===== src/rtl/demux_pkg.sv =====
// Shared definitions for the 1-to-4 demux sequencing controller.
// Optional feature macro used by this slice: DEMUX_DROP_CNT_EN (saturating drop counter).
package demux_pkg;

    // Output fan-out and select width of the demux datapath.
    localparam int NUM_OUT = 4;
    localparam int SEL_W   = 2;

    // Width of the hold-timeout counter and of the drop counter.
    localparam int CNT_W   = 8;

    // Controller states: IDLE waits for a beat, HOLD presents it to one lane.
    typedef enum logic [0:0] {
        ST_IDLE = 1'b0,
        ST_HOLD = 1'b1
    } state_e;

    // Routing mode, sampled when a beat is accepted.
    localparam logic MODE_ADDR = 1'b0;
    localparam logic MODE_RR   = 1'b1;

    typedef logic [SEL_W-1:0] lane_t;

    // Decode a lane index into the one-hot per-lane valid vector.
    function automatic logic [NUM_OUT-1:0] lane_onehot(input lane_t lane);
        logic [NUM_OUT-1:0] oh;
        oh       = '0;
        oh[lane] = 1'b1;
        return oh;
    endfunction

endpackage


===== src/rtl/demux_timeout_cnt.sv =====
// Hold-timeout counter: cleared when a beat is accepted, counts every HOLD
// cycle without target-lane ready, and flags expiry on the last waiting cycle.
// TIMEOUT = 0 disables expiry entirely (the counter still runs but saturates).
module demux_timeout_cnt
    import demux_pkg::*;
#(
    parameter int TIMEOUT = 15
) (
    input  logic clk,
    input  logic rst,
    input  logic clr,
    input  logic en,
    output logic expire
);

    // Count value on which a still-waiting beat is given up.
    localparam logic [CNT_W-1:0] LAST = (TIMEOUT == 0) ? '0 : CNT_W'(TIMEOUT - 1);

    logic [CNT_W-1:0] count_q;

    // Counter register: clear wins over increment; saturate so it never wraps.
    always_ff @(posedge clk) begin
        if (rst || clr) begin
            count_q <= '0;
        end else if (en && (count_q != {CNT_W{1'b1}})) begin
            count_q <= count_q + 1'b1;
        end
    end

    // Expiry only in a counting cycle (no ready), so a ready in the last cycle wins.
    always_comb begin
        expire = (TIMEOUT != 0) && en && (count_q == LAST);
    end

endmodule


===== src/rtl/demux_1x4_ctrl.sv =====
// Sequencing controller for the 1-to-4 demux datapath.
// A beat accepted in IDLE is held in HOLD on one lane (addressed or
// round-robin) until that lane is ready or the hold timeout drops it.
// Optional feature macro: DEMUX_DROP_CNT_EN enables the saturating drop_cnt.
//
// Handshake semantics: a transfer happens on a rising edge where valid and
// ready are both high; valid, once raised, holds its payload stable until that
// edge (or, on the output side, until the timeout drops the beat); ready may
// be raised or lowered freely and never depends on valid of the same side.
module demux_1x4_ctrl
    import demux_pkg::*;
#(
    parameter int DATA_W  = 8,
    parameter int TIMEOUT = 15
) (
    input  logic               clk,
    input  logic               rst,
    input  logic               in_valid,
    output logic               in_ready,
    input  logic [DATA_W-1:0]  in_data,
    input  logic [SEL_W-1:0]   in_dest,
    input  logic               mode,
    output logic               s0,
    output logic               s1,
    output logic [DATA_W-1:0]  out_data,
    output logic [NUM_OUT-1:0] out_valid,
    input  logic [NUM_OUT-1:0] out_ready,
    output logic               drop,
    output logic [CNT_W-1:0]   drop_cnt
);

    state_e            state_q;
    state_e            state_d;
    lane_t             dest_q;
    lane_t             rr_ptr_q;
    logic              rr_beat_q;
    logic [DATA_W-1:0] data_q;
    logic              drop_q;

    logic accept;
    logic deliver;
    logic waiting;
    logic expire;
    logic hold_done;

    // Handshake events derived from the current state and lane readiness.
    always_comb begin
        accept    = in_valid && in_ready;
        deliver   = (state_q == ST_HOLD) && out_ready[dest_q];
        waiting   = (state_q == ST_HOLD) && !out_ready[dest_q];
        hold_done = deliver || expire;
    end

    demux_timeout_cnt #(
        .TIMEOUT (TIMEOUT)
    ) u_timeout (
        .clk    (clk),
        .rst    (rst),
        .clr    (accept),
        .en     (waiting),
        .expire (expire)
    );

    // State register.
    always_ff @(posedge clk) begin
        if (rst) begin
            state_q <= ST_IDLE;
        end else begin
            state_q <= state_d;
        end
    end

    // Next-state logic: accept moves to HOLD, delivery or expiry returns to IDLE.
    always_comb begin
        state_d = state_q;
        case (state_q)
            ST_IDLE: begin
                if (accept) begin
                    state_d = ST_HOLD;
                end
            end
            ST_HOLD: begin
                if (hold_done) begin
                    state_d = ST_IDLE;
                end
            end
            default: state_d = ST_IDLE;
        endcase
    end

    // State-decoded outputs: input ready in IDLE, one-hot lane valid in HOLD.
    always_comb begin
        in_ready  = 1'b0;
        out_valid = '0;
        case (state_q)
            ST_IDLE: in_ready  = !rst;
            ST_HOLD: out_valid = lane_onehot(dest_q);
            default: begin
                in_ready  = 1'b0;
                out_valid = '0;
            end
        endcase
    end

    // Beat capture: payload, destination and routing mode are frozen at acceptance.
    always_ff @(posedge clk) begin
        if (rst) begin
            data_q    <= '0;
            dest_q    <= '0;
            rr_beat_q <= 1'b0;
        end else if (accept) begin
            data_q    <= in_data;
            dest_q    <= (mode == MODE_RR) ? rr_ptr_q : in_dest;
            rr_beat_q <= (mode == MODE_RR);
        end
    end

    // Round-robin pointer: advances once a round-robin beat leaves HOLD either way.
    always_ff @(posedge clk) begin
        if (rst) begin
            rr_ptr_q <= '0;
        end else if (hold_done && rr_beat_q) begin
            rr_ptr_q <= rr_ptr_q + 1'b1;
        end
    end

    // Drop pulse: registered so it appears in the cycle after the last hold cycle.
    always_ff @(posedge clk) begin
        if (rst) begin
            drop_q <= 1'b0;
        end else begin
            drop_q <= expire;
        end
    end

`ifdef DEMUX_DROP_CNT_EN
    logic [CNT_W-1:0] drop_cnt_q;

    // Saturating count of timeout drops, cleared only by reset.
    always_ff @(posedge clk) begin
        if (rst) begin
            drop_cnt_q <= '0;
        end else if (expire && (drop_cnt_q != {CNT_W{1'b1}})) begin
            drop_cnt_q <= drop_cnt_q + 1'b1;
        end
    end

    assign drop_cnt = drop_cnt_q;
`else
    assign drop_cnt = '0;
`endif

    assign {s1, s0}  = dest_q;
    assign out_data  = data_q;
    assign drop      = drop_q;

endmodule

===== config.mk =====
export PLATFORM = sky130hd
export DESIGN_NAME = demux_1x4_ctrl
export DESIGN_NICKNAME = d
export VERILOG_FILES = /design/src/rtl/demux_pkg.sv /design/src/rtl/demux_timeout_cnt.sv /design/src/rtl/demux_1x4_ctrl.sv
export SDC_FILE = /design/constraint.sdc
export NUM_CORES = 1
export LEC_CHECK = 0
export CAP_MARGIN = 20
export CORE_UTILIZATION = 50
export CTS_BUF_LIST = sky130_fd_sc_hd__clkbuf_4 sky130_fd_sc_hd__clkbuf_8
export CTS_CLUSTER_DIAMETER = 50
export DETAILED_ROUTE_END_ITERATION = 10
export PLACE_DENSITY = 0.84
export SLEW_MARGIN = 20
export SYNTH_ARGS = -nofsm -noshare
export SYNTH_HDL_FRONTEND = slang
export SYNTH_HIERARCHICAL = 1
export SYNTH_SLANG_ARGS = --single-unit

===== constraint.sdc =====
create_clock -name clk -period 5 [get_ports clk]
set_clock_uncertainty 0.15 [all_clocks]
set_input_delay 1 -clock clk [delete_from_list [all_inputs] [get_ports clk]]
set_output_delay 1 -clock clk [all_outputs]
set_load 0.01 [all_outputs]

### Word-level counts from Yosys, hierarchy flattened

Index checks and enable logic that the tools add are counted.

| storage, ports and cells | value |
|---|---|
| flip-flop bits (word level) | 23 |
| output and inout port bits | 24 |
| input port bits | 18 |

| operators by class | value |
|---|---|
| eq/ne operators | 2 |
| $lt $le $gt $ge | 2 |
| reductions and logical operators | 11 |
| mux-type cells | 10 |
| add/subtract/negate cells | 2 |
| bitwise gates (word level) | 1 |

Operators by type and width:

| kind | count |
|---|---|
| 8-bit by 1-bit adder with 8-bit output (second input constant) | 1 |
| 8-bit by 4-bit == test with 1-bit output (second input constant) | 1 |
| 8-bit != test (second input constant) | 1 |
| 1-bit logical AND | 7 |
| 1-bit two-way mux | 5 |
| 4-bit two-way mux | 1 |
| 2-bit by 3-bit less-than comparator with 1-bit output (second input constant) | 1 |
| 2-bit by 1-bit adder with 2-bit output (second input constant) | 1 |
| 1-bit binary-select mux with 2-bit select | 1 |
| 1-bit demux with 2-bit select | 1 |
| 2-bit by 1-bit greater-or-equal comparator with 1-bit output (second input constant) | 1 |
| 1-bit logical NOT | 2 |
| 1-bit logical OR | 2 |
| 2-bit two-way mux | 1 |
| 1-bit case mux with 2 select lines | 1 |
| 1-bit inverter | 1 |

### Longest topological paths before layout

| logic depth | value |
|---|---|
| depth in word-level cells | 8 |
| depth in mapped cells | 9 |

### Cells and area by module

Netlist, hierarchy kept.

Modules (own cells, without submodules):

| module | times used | area an instance (um^2) | cells an instance |
|---|---|---|---|
| demux_1x4_ctrl | 1 | 763.2 | 89 |
| demux_timeout_cnt | 1 | 479.2 | 54 |

### Least setup slack after synthesis

OpenSTA, ideal clock, no wires.

| path | value |
|---|---|
| path kind | input -> register |
| from | input out_ready[2] |
| to | register rr_ptr_q[1] |
| setup time | 0.123 ns |
| data arrival time | 2.571 ns |
| path buffers | 0 |
| setup slack | 2.156 ns |
| stages on the path | 7 |
| path through | mux2i_1 mux2_2 and2_1 nand2b_1 nor4_1 o311ai_2 mux2_1 |

| on the way | value |
|---|---|
| longest elaborated chain between the ends | 7 |

RTL lines:

| what | line | RTL |
|---|---|---|
| start, declared | demux_1x4_ctrl.sv:27 | `input logic [NUM_OUT-1:0] out_ready,` |
| 1-bit binary-select mux with 2-bit select | demux_1x4_ctrl.sv:50 | `waiting = (state_q == ST_HOLD) && !out_ready[dest_q];` |
| 1-bit two-way mux (not written as such) | demux_1x4_ctrl.sv:50 |  |
| 1-bit logical NOT | demux_1x4_ctrl.sv:50 |  |
| 1-bit logical AND | demux_1x4_ctrl.sv:50 |  |
| net waiting | demux_1x4_ctrl.sv:42 | `logic waiting;` |
| 1-bit logical AND | demux_timeout_cnt.sv:32 | `expire = (TIMEOUT != 0) && en && (count_q == LAST);` |
| net expire | demux_1x4_ctrl.sv:43 | `logic expire;` |
| 1-bit logical OR | demux_1x4_ctrl.sv:51 | `hold_done = deliver \|\| expire;` |
| 1-bit logical AND | demux_1x4_ctrl.sv:122 | `end else if (hold_done && rr_beat_q) begin` |
| end signal, assigned | demux_1x4_ctrl.sv:123 | `rr_ptr_q <= rr_ptr_q + 1'b1;` |
| end, declared | demux_1x4_ctrl.sv:35 | `lane_t rr_ptr_q;` |

The timed path passes the listed nets, and every way through them passes these cells. The select of a mux whose other input is x is not followed.
A chain may end at the register's enable or synchronous reset.

### Worst setup path in the final report

| path | value |
|---|---|
| from | input rst |
| to | output in_ready |

| on the way | value |
|---|---|
| longest elaborated chain between the ends | 2 |

RTL lines:

| what | line | RTL |
|---|---|---|
| start, declared | demux_1x4_ctrl.sv:17 | `input logic rst,` |
| 1-bit logical NOT | demux_1x4_ctrl.sv:96 | `ST_IDLE: in_ready = !rst;` |
| 1-bit two-way mux | demux_1x4_ctrl.sv:95 | `case (state_q)` |
| end, declared | demux_1x4_ctrl.sv:19 | `output logic in_ready,` |

Every way passes these cells.

==> impl_metrics.csv <==
group,metric,value,unit
clock_tree,clk_path_buf_depth,2,
worst_setup_path,worstPathCellList,"clkdlybuf4s50_1 > nor2_1 > clkdlybuf4s50_1",
logic_synthesis,synth_most_common_cell,"sky130_fd_sc_hd__dfxtp_1",
worst_setup_path,ff2ff_setup_slack,2.24,ns
power,sequentialPowerShare,0.564,
cells_and_area,fill_cells,198,
hold_path,timing.hold.worst_endpoint,"out_data[6]",
clock_tree,cts_resized,0,
worst_setup_path,cp-end-kind,"output port",
cells_and_area,share_of_cells_above_drive_strength_1,0.0529,
global_route,grt_antenna_before_repair,0,
clock_tree,cts_buffers,3,
logic_synthesis,synth-async-reset-ratio,0,
clock_tree,cts.clk_slew.worst_paths,0.12,ns
hold_path,min_path_type,"register to register",
clock_tree,cts_htree_levels,1,
route,post-route-drc-count,0,
sta,slew_viols_final,0,
route,drt_pass_1_iters,4,
die,chipHeight,51.9,um
worst_setup_path,r2r-start,"dest_q[1]",
cells_and_area,final_design_area_no_fill,0.00152,mm^2
clock_tree,clockRootBuffer,"sky130_fd_sc_hd__clkbuf_4",
run_status,status,"completed",
logic_synthesis,synth_largest_type_area_fraction,0.371,
logic_synthesis,synth-warning-count,6,
power,switching_share,0.266,
route,postRouteWirelength,2350,um
global_route,grt_first_pass_wirelength,3930,um
worst_setup_path,max_stage_delay,0.70,ns
global_route,grt_pass1_vias,933,
hold_path,hold_path_startpoint,"out_data[6]",
logic_synthesis,cell_types_occupying_the_most_area_after_synthesis,"sky130_fd_sc_hd__dfxtp_1, sky130_fd_sc_hd__nand2b_1, sky130_fd_sc_hd__mux2i_1, sky130_fd_sc_hd__buf_4, sky130_fd_sc_hd__nand2_1",
die,die-area,0.00269,mm^2
logic_synthesis,post_synth_inst_count,143,
power,net_switching,94.0,uW
power,p_per_area,232,mW/mm^2
clock_tree,clock_insertion_delay_worst_skew,0.32,ns
power,cellLeakagePower,0.583,nW
sta,setup_repair_after_global_routing_missed_its_margin,"no",
route,vias,1053,
sta,setup-violations-final,0,
worst_setup_path,path_common_cell,"sky130_fd_sc_hd__clkdlybuf4s50_1",
logic_synthesis,synthTopCellsByCount,"sky130_fd_sc_hd__dfxtp_1, sky130_fd_sc_hd__nand2_1, sky130_fd_sc_hd__nor2_1",
logic_synthesis,post_synth.cell_area_avg,8.69,um^2
worst_setup_path,critical_path_peak_fanout,21,
worst_setup_path,critical_path_depth,3,
cells_and_area,num-nets-final,191,
clock_tree,tritoncts,"done",
cells_and_area,antenna-diode-count,0,
placed_design,finalWeightedCongestion,0.902,
cells_and_area,layout_area_growth_over_synthesis,22.6,%
worst_setup_path,critical_path_arrival,2.50,ns
worst_setup_path,cp_top_family,"buffers and inverters",
sta,max_slew.worst_pin.slew,0.776,ns
clock_tree,post_cts_buffers,0,
clock_tree,cts_num_sinks,23,
sta,maxSlewHeadroom,0.483,
logic_synthesis,synth-edff-count,0,
flow_run,max_cap_viol_count,0,
sta,period_minus_ws_final,3.65,ns
power,share_comb_of_total_power,0.188,
worst_setup_path,start_kind,"input port",
placed_design,placed_cell_area,0.00150,mm^2
route,detail-route-antenna-nets,0,
logic_synthesis,synth.lib_cells_used.distinct,42,
logic_synthesis,ys_seq_area_frac,0.371,
worst_setup_path,cp.required,3.85,ns
die,placement_rows,17,
power,internal_power,259,uW
placed_design,dp_hpwl,1750,um
worst_setup_path,slowest_stage,"sky130_fd_sc_hd__clkdlybuf4s50_1",
cells_and_area,final_core_util,0.669,
hold_path,min_path_cells,2,
route,wire_per_inst,11.9,um
route,detailedRoute.firstIterationViolations,24,
worst_setup_path,endpoint_of_the_worst_register_to_register_path,"rr_ptr_q[1]",
sta,final_min_period_over_clock_period,0.729,
placed_design,port_buffers,33,
sta,report.final.hold_viol_count,0,
power,worst_ir_drop_vdd,0.000206,V
logic_synthesis,synth-seq-cells,23,
worst_setup_path,criticalPathCategory,"input port to output port",
global_route,grt_start_max_net_pins,27,
logic_synthesis,synth_largest_area_cell,"sky130_fd_sc_hd__dfxtp_1",
route,dr_vias_cell,5.32,
die,floorplan.die.width,51.9,um
die,floorplan.initialDensity,0.546,
logic_synthesis,synthFlopType,"sky130_fd_sc_hd__dfxtp_1",
global_route,track_usage,0.200,
sta,fin_tns_setup,0,ns
logic_synthesis,netlist_area,0.00124,mm^2
clock_tree,post_cts_hold_buffer_count,0,
sta,clock.fmax,274,MHz
global_route,grt_overflow,0,
die,core_area,0.00228,mm^2
worst_setup_path,worst_r2r_path_depth,7,
worst_setup_path,crit_buf_inv,2,
die,pin_count,42,
power,clockPowerShare,0.248,
## area by class of cell
cell class | count | area (um^2) | share of cell area
Sequential cell | 23 | 460 | 0.302
Tap cell | 28 | 35.0 | 0.0230
Inverter | 3 | 11.3 | 0.00740
Multi-Input combinational cell | 107 | 658 | 0.432
Timing Repair Buffer | 33 | 330 | 0.217
Clock buffer | 3 | 22.5 | 0.0148
Clock inverter | 1 | 5.00 | 0.00329
## worst min-delay path: stages, from the launching register on
cell and delay (ns):
sky130_fd_sc_hd__dfxtp_1 0.33, sky130_fd_sc_hd__nand2b_1 0.06, sky130_fd_sc_hd__o21ai_1 0.05
## how the worst max path moves through the flow
stage / start / endpoint / slack [ns]
floorplan: out_ready[2] / rr_ptr_q[1] / 2.16
global placement: rst / in_ready / 1.37
detailed placement: rst / in_ready / 1.33
CTS: rst / in_ready / 1.32
global route: rst / in_ready / 1.23
finish: rst / in_ready / 1.35
## state kept, by name, summed over array words and instances, names as in the netlist
| register | flops |
|---|---|
| out_data | 8 |
| u_timeout/count_q | 8 |
| dest_q | 2 |
| rr_ptr_q | 2 |
| drop | 1 |
| rr_beat_q | 1 |
| state_q | 1 |
## power groups by stage
stage | clock network (mW) | logic (mW) | registers, mW
after floorplan | 0 | 0.0389 | 0.205
after global placement | 0 | 0.0651 | 0.203
after detailed placement | 0 | 0.0664 | 0.203
after CTS | 0.0901 | 0.0669 | 0.199
after global routing | 0.0987 | 0.0727 | 0.201
final | 0.0875 | 0.0662 | 0.199
## cell usage in the layout, fill, tap and decap left out, drive strengths merged, types with 3 or more instances in the layout
| master | n |
|---|---|
| mux2i | 6 |
| a211oi | 5 |
| nor2 | 14 |
| clkbuf | 3 |
| inv | 3 |
| clkdlybuf4s50 | 33 |
| nor2b | 3 |
| nand2b | 11 |
| mux2 | 3 |
| dfxtp | 23 |
| o21ai | 11 |
| conb | 8 |
| nand2 | 16 |
## stage by stage
step                hold WS (ns)  total power [mW]  worst slack, ns  cells
floorplan                  0.310             0.243             2.16    150
global placement           0.300             0.268             1.37    194
detailed placement         0.312             0.270             1.33    194
CTS                        0.331             0.356             1.32    198
global route               0.351             0.372             1.23    198
finish                     0.326             0.353             1.35    198
## metal layers
metal  track usage  vias to the layer above  part of all wire
li1              -                      533                 -
met1         0.228                      468              0.43
met2         0.329                       48              0.48
met3        0.0497                        4             0.069
met4         0.126                        0             0.018
met5             0                        -                 0
## logic make-up (layout without fill, tap and decap cells)
kind of cell | Yosys count | count (layout) | share of synthesized area
simple gates | 60 | 60 | 0.251
compound gates | 28 | 28 | 0.159
flops | 23 | 23 | 0.371
buf+inv | 20 | 40 | 0.121
mux | 9 | 9 | 0.0755
fa+ha+maj | 2 | 2 | 0.0201
other cells | 1 | 8 | 0.00302
Note: power is estimated with default switching activity, not from simulation.
